### config.mk
export PLATFORM = sky130hd
export DESIGN_NAME = move_arbiter
export DESIGN_NICKNAME = d
export VERILOG_FILES = /design/src/rtl/move_arbiter.sv
export SDC_FILE = /design/constraint.sdc
export NUM_CORES = 1
export LEC_CHECK = 0
export BUFFER_PORTS_ARGS = -buffer_cell sky130_fd_sc_hd__buf_2
export CAP_MARGIN = 20
export CORE_MARGIN = 2
export CORE_UTILIZATION = 42
export CTS_BUF_LIST = sky130_fd_sc_hd__clkbuf_4 sky130_fd_sc_hd__clkbuf_8
export CTS_CLUSTER_DIAMETER = 50
export CTS_CLUSTER_SIZE = 12
export DETAILED_ROUTE_END_ITERATION = 6
export GPL_TIMING_DRIVEN = 0
export HOLD_SLACK_MARGIN = 0.06
export PLACE_DENSITY = 0.62
export SLEW_MARGIN = 20
export SYNTH_ARGS = -nofsm -noshare
export SYNTH_HDL_FRONTEND = slang
export SYNTH_SLANG_ARGS = --single-unit
export TNS_END_PERCENT = 30
### constraint.sdc
create_clock -name clk -period 2.6 [get_ports clk]
set_clock_uncertainty 0.15 [all_clocks]
set_input_delay 0.39 -clock clk [delete_from_list [all_inputs] [get_ports clk]]
set_output_delay 0.39 -clock clk [all_outputs]
set_load 0.02 [all_outputs]
### src/rtl/move_arbiter.sv
`timescale 1ns/1ps
`default_nettype none
// ============================================================================
// Module   : move_arbiter
// Purpose  : Turns four raw pushbuttons into handshaked move commands with
//            round-robin grant, post-issue lockout and hold-to-repeat.
// Revision : 1.0 - initial release
// ============================================================================
module move_arbiter #(
`ifdef XILINX_SIMULATOR
    parameter int LOCK_CYCLES   = 1000,
    parameter int REPEAT_CYCLES = 500,
`else
    parameter int LOCK_CYCLES   = 25000000,
    parameter int REPEAT_CYCLES = 12500000,
`endif
    parameter int CBITS = $clog2((LOCK_CYCLES > REPEAT_CYCLES) ? LOCK_CYCLES : REPEAT_CYCLES)
) (
    input  logic       clk,
    input  logic       rst_n,
    input  logic [3:0] i_btn,
    input  logic       i_ready,
    output logic       o_valid,
    output logic [1:0] o_dir,
    output logic       o_repeat
);

    typedef enum logic [1:0] {
        S_IDLE  = 2'd0,
        S_ISSUE = 2'd1,
        S_LOCK  = 2'd2,
        S_HOLD  = 2'd3
    } state_t;

    localparam logic [CBITS-1:0] c_lock_last = CBITS'(LOCK_CYCLES - 1);
    localparam logic [CBITS-1:0] c_rep_last  = CBITS'(REPEAT_CYCLES - 1);
    localparam logic [CBITS-1:0] c_one       = CBITS'(1);

    state_t           r_state;
    logic [CBITS-1:0] r_cnt;
    logic [1:0]       r_rr;
    logic [1:0]       r_dir;
    logic [3:0]       r_btn_meta;
    logic [3:0]       r_s_btn;

    logic [1:0]       w_grant;
    logic [1:0]       w_idx;
    logic             w_found;

    // Two-flop synchronizer; nothing downstream looks at i_btn directly.
    always_ff @(posedge clk or negedge rst_n) begin
        if (!rst_n) begin
            r_btn_meta <= 4'b0000;
            r_s_btn    <= 4'b0000;
        end else begin
            r_btn_meta <= i_btn;
            r_s_btn    <= r_btn_meta;
        end
    end

    // Round-robin search: first set bit at or after the pointer, wrapping.
    always_comb begin
        w_grant = r_rr;
        w_idx   = r_rr;
        w_found = 1'b0;
        for (int i = 0; i < 4; i++) begin
            w_idx = r_rr + 2'(i);
            if (!w_found && r_s_btn[w_idx]) begin
                w_grant = w_idx;
                w_found = 1'b1;
            end
        end
    end

    always_ff @(posedge clk or negedge rst_n) begin
        if (!rst_n) begin
            r_state  <= S_IDLE;
            r_cnt    <= '0;
            r_rr     <= 2'd0;
            r_dir    <= 2'd0;
            o_valid  <= 1'b0;
            o_dir    <= 2'd0;
            o_repeat <= 1'b0;
        end else begin
            case (r_state)
                S_IDLE: begin
                    if (|r_s_btn) begin
                        r_dir    <= w_grant;
                        o_dir    <= w_grant;
                        o_repeat <= 1'b0;
                        o_valid  <= 1'b1;
                        r_rr     <= w_grant + 2'd1;
                        r_cnt    <= '0;
                        r_state  <= S_ISSUE;
                    end
                end
                S_ISSUE: begin
                    if (i_ready) begin
                        o_valid <= 1'b0;
                        r_cnt   <= '0;
                        r_state <= S_LOCK;
                    end
                end
                S_LOCK: begin
                    // Buttons are only consulted on the terminal cycle.
                    if (r_cnt == c_lock_last) begin
                        r_cnt   <= '0;
                        r_state <= r_s_btn[r_dir] ? S_HOLD : S_IDLE;
                    end else begin
                        r_cnt <= r_cnt + c_one;
                    end
                end
                S_HOLD: begin
                    if (!r_s_btn[r_dir]) begin
                        r_cnt   <= '0;
                        r_state <= S_IDLE;
                    end else if (r_cnt == c_rep_last) begin
                        r_cnt    <= '0;
                        o_valid  <= 1'b1;
                        o_repeat <= 1'b1;
                        o_dir    <= r_dir;
                        r_state  <= S_ISSUE;
                    end else begin
                        r_cnt <= r_cnt + c_one;
                    end
                end
                default: begin
                    r_cnt   <= '0;
                    o_valid <= 1'b0;
                    r_state <= S_IDLE;
                end
            endcase
        end
    end

endmodule
`default_nettype wire

==> results.toml <==
[clock_network]
clock_path_buffers = 2
clkSlewWorstSetupHoldPaths_ns = 0.09
htreeDepth = 2
clock-sinks = 43
cts_tree = "yes"
numCtsBuffers = 5
root_buffer = "clkbuf_8"
clock_latency_ns = 0.30

[routing]
wl_mm = 5.020
routedWlPerCell_um = 15.30
drtIter0Drc = 204
via_count = 1897
drc_errors = 0
final_antenna_net_count = 0
first_pass_iters = 4
vias_per_cell = 5.784

[synth]
yosys_warnings = 0
synth_top_area_cell = "dfrtp_1"
postSynthRegisterBits = 43
synth-seq-area-share_pct = 48.02
synth.avg_cell_area_um2 = 9.576
synth_cell_types = 42
syn-instance-count = 234
synth_area_um2 = 2241
synth_top_area_share_pct = 48.02
synth_top_cells_by_area = "dfrtp_1 48%, nand2_1 5.2%, a22o_1 3.9%"
syn-num-nets = 242

[timing]
timing.final.hold_violations = 0
fmax_ghz = 0.4124
slew_headroom_pct = 45.01
tightest_slew_ns = 0.8194
fin_crit_ns = 2.425
finalMaxSlewViolations = 0
min_period_over_period_pct = 93.26
setup_viol = 0
tns_ns = 0
rsz0062_at_grt = "false"

[floorplanning]
core_area_um2 = 5140
ios = 11
die_area_um2 = 5936
die_w_um = 77.05
initial_utilization_pct = 43.60
die_y_um = 77.05
rows = 26

[placed_design]
portBuffers = 10
dp_hpwl_mm = 3.329
place.gp.congestion = 0.8091
dp.cells = 314

[grt]
overflow = 0
antenna_found_initial = 0
grt_pass1_vias = 1677
grt_start_max_net_pins = 44
grt_pass1_wl_mm = 8.556
track_usage_pct = 18.46

[worst_setup_path]
critPathMaxFanout = 10
timing.critical_path.from = "r_cnt[0]$_DFFE_PN0P_"
criticalPathCategory = "reg2reg"
required_ns = 2.61
cp_data_arrival_time_ns = 2.44
endpoint_kind = "register"
startpoint_type = "register"
r2r_slack_ns = 0.18
r2r-start = "r_cnt[0]$_DFFE_PN0P_"

[power]
power.internal_uw = 1532
pwr-share-clk_pct = 21.6
comb_power_share_pct = 39.7
ir_drop_mv = 0.4562
p_per_area_nw_per_um2 = 970.1
power_switching_uw = 982.6
p_leak_uw = 0.001157
p_seq_share_pct = 38.7
switching_share_pct = 39.07
p_total_uw = 2515

[worst_hold_path]
hp-start = "r_btn_meta[0]$_DFF_PN0_"
hold_path.class = "reg2reg"

[cells_and_area]
diodes = 0
drive_above_1_share_pct = 15.12
layout.nets = 265
area_delta_synth_final_pct = 15.69
final-instance-count-excl-fill = 328

[outcome]
status = "complete, no violations"

[run]
maxCapViolations = 0
-- metrics by stage --
stage	worst slack [ns]	util (%)	area, um^2	hold slack, ns
6_report	0.1753	50.44	2592	0.2076
5_1_grt	0.01844	50.44	2592	0.2190
4_1_cts	0.01280	49.32	2535	0.1180
3_5_place_dp	0.03362	46.28	2379	0.1893
3_3_place_gp	0.06543	46.28	2379	0.1833
2_1_floorplan	0.2836	-	2241	-0.05559
-- power groups by stage --
stage	clock [uW]	sequential, uW	combinational, uW
6_report	544	974	997
4_1_cts	558	970	965
5_1_grt	588	1010	1110
2_1_floorplan	0	987	687
3_3_place_gp	0	977	938
3_5_place_dp	0	983	957
-- layout make-up --
class / instances / area (um^2)
sequential: 43 / 1077
multi-input combinational: 177 / 1129
clock buffer: 5 / 68.82
timing repair buffer: 16 / 110.1
clock inverter: 3 / 47.55
fill: 505 / 2547
buffer: 10 / 57.56
inverter: 4 / 15.01
tap: 70 / 87.58
-- path summary, 6_finish.rpt --
path / to / cells past startpoint
max in group asynchronous: r_cnt[1]$_DFFE_PN0P_ / 2
min: r_s_btn[0]$_DFF_PN0_ / 0
min in group asynchronous: r_btn_meta[2]$_DFF_PN0_ / 2
max reg2reg: r_cnt[18]$_DFFE_PN0P_ / 9
max: r_cnt[18]$_DFFE_PN0P_ / 9
min reg2reg: r_s_btn[0]$_DFF_PN0_ / 0
-- cells by family after synthesis --
| group | Yosys count | synth area share [%] |
|---|---|---|
| mux | 7 | 3.908 |
| fa+ha+maj | 1 | 0.5583 |
| buf+inv | 14 | 3.182 |
| xor+xnor | 1 | 0.3909 |
| simple gates | 103 | 23.67 |
| compound gates | 65 | 20.27 |
| flops | 43 | 48.02 |
-- critical path, cell delays in order, from the launching register on --
cell,delay (ns)
dfrtp_1,0.40
ha_4,0.18
nand4bb_1,0.10
or4_4,0.50
o311ai_2,0.26
a21boi_2,0.12
buf_6,0.17
buf_2,0.20
a21oi_1,0.15
a31oi_1,0.05
-- metal layers --
layer	track usage, %	routed length [um]	vias up
met5	0	0	-
met4	6.429	69	0
met3	3.882	208	6
met2	26.40	2252	38
met1	27.69	2490	935
li1	-	-	918
-- Yosys cell counts --
master,n
nor2_1,23
nand3_1,13
a21oi_1,11
ha_1,1
dfrtp_1,43
nand4_1,6
buf_6,2
buf_2,3
a31oi_1,13
nor4_1,3
mux2_2,4
and2_1,2
nand2_1,31
or4_4,1
nand3_2,1
buf_1,1
clkbuf_1,4
a41oi_1,3
and4_1,5
inv_1,4
mux4_2,1
o21a_1,2
or2_1,1
and3_1,5
o41ai_1,1
nand3b_1,3
nor2b_1,2
a21boi_1,1
a21o_1,10
a22o_1,10
o311ai_0,1
o311ai_2,1
mux2i_1,2
nor4bb_1,1
nor3_1,1
xor2_1,1
nand2b_1,3
o211ai_1,1
nand4bb_1,2
a221o_1,2
o21ai_0,8
o21ai_1,1
-- cell usage in the layout, fill, tap and decap left out, drive strengths merged, types with 6 or more instances in the layout --
cell | netlist | layout
nand3 | 14 | 14
a21oi | 11 | 11
a31oi | 13 | 13
nand4 | 6 | 6
a21o | 10 | 10
nor2 | 23 | 23
nand2 | 31 | 31
dfrtp | 43 | 43
clkbuf | 4 | 9
o21ai | 9 | 9
a22o | 10 | 10
buf | 6 | 17
-- state kept, by name (all words and copies together) (netlist names) --
name	flops
o_valid	1
r_rr	2
r_cnt	25
r_state	2
o_dir	2
r_s_btn	4
r_dir	2
o_repeat	1
r_btn_meta	4
-- timing repair --
item,in CTS,in global routing
hold endpoints to repair,4,43
resized for setup,0,9
setup buffers,0,1
hold buffers,4,1
endpoints found under the setup margin,0,28
Power figures use the tool's default switching activity.
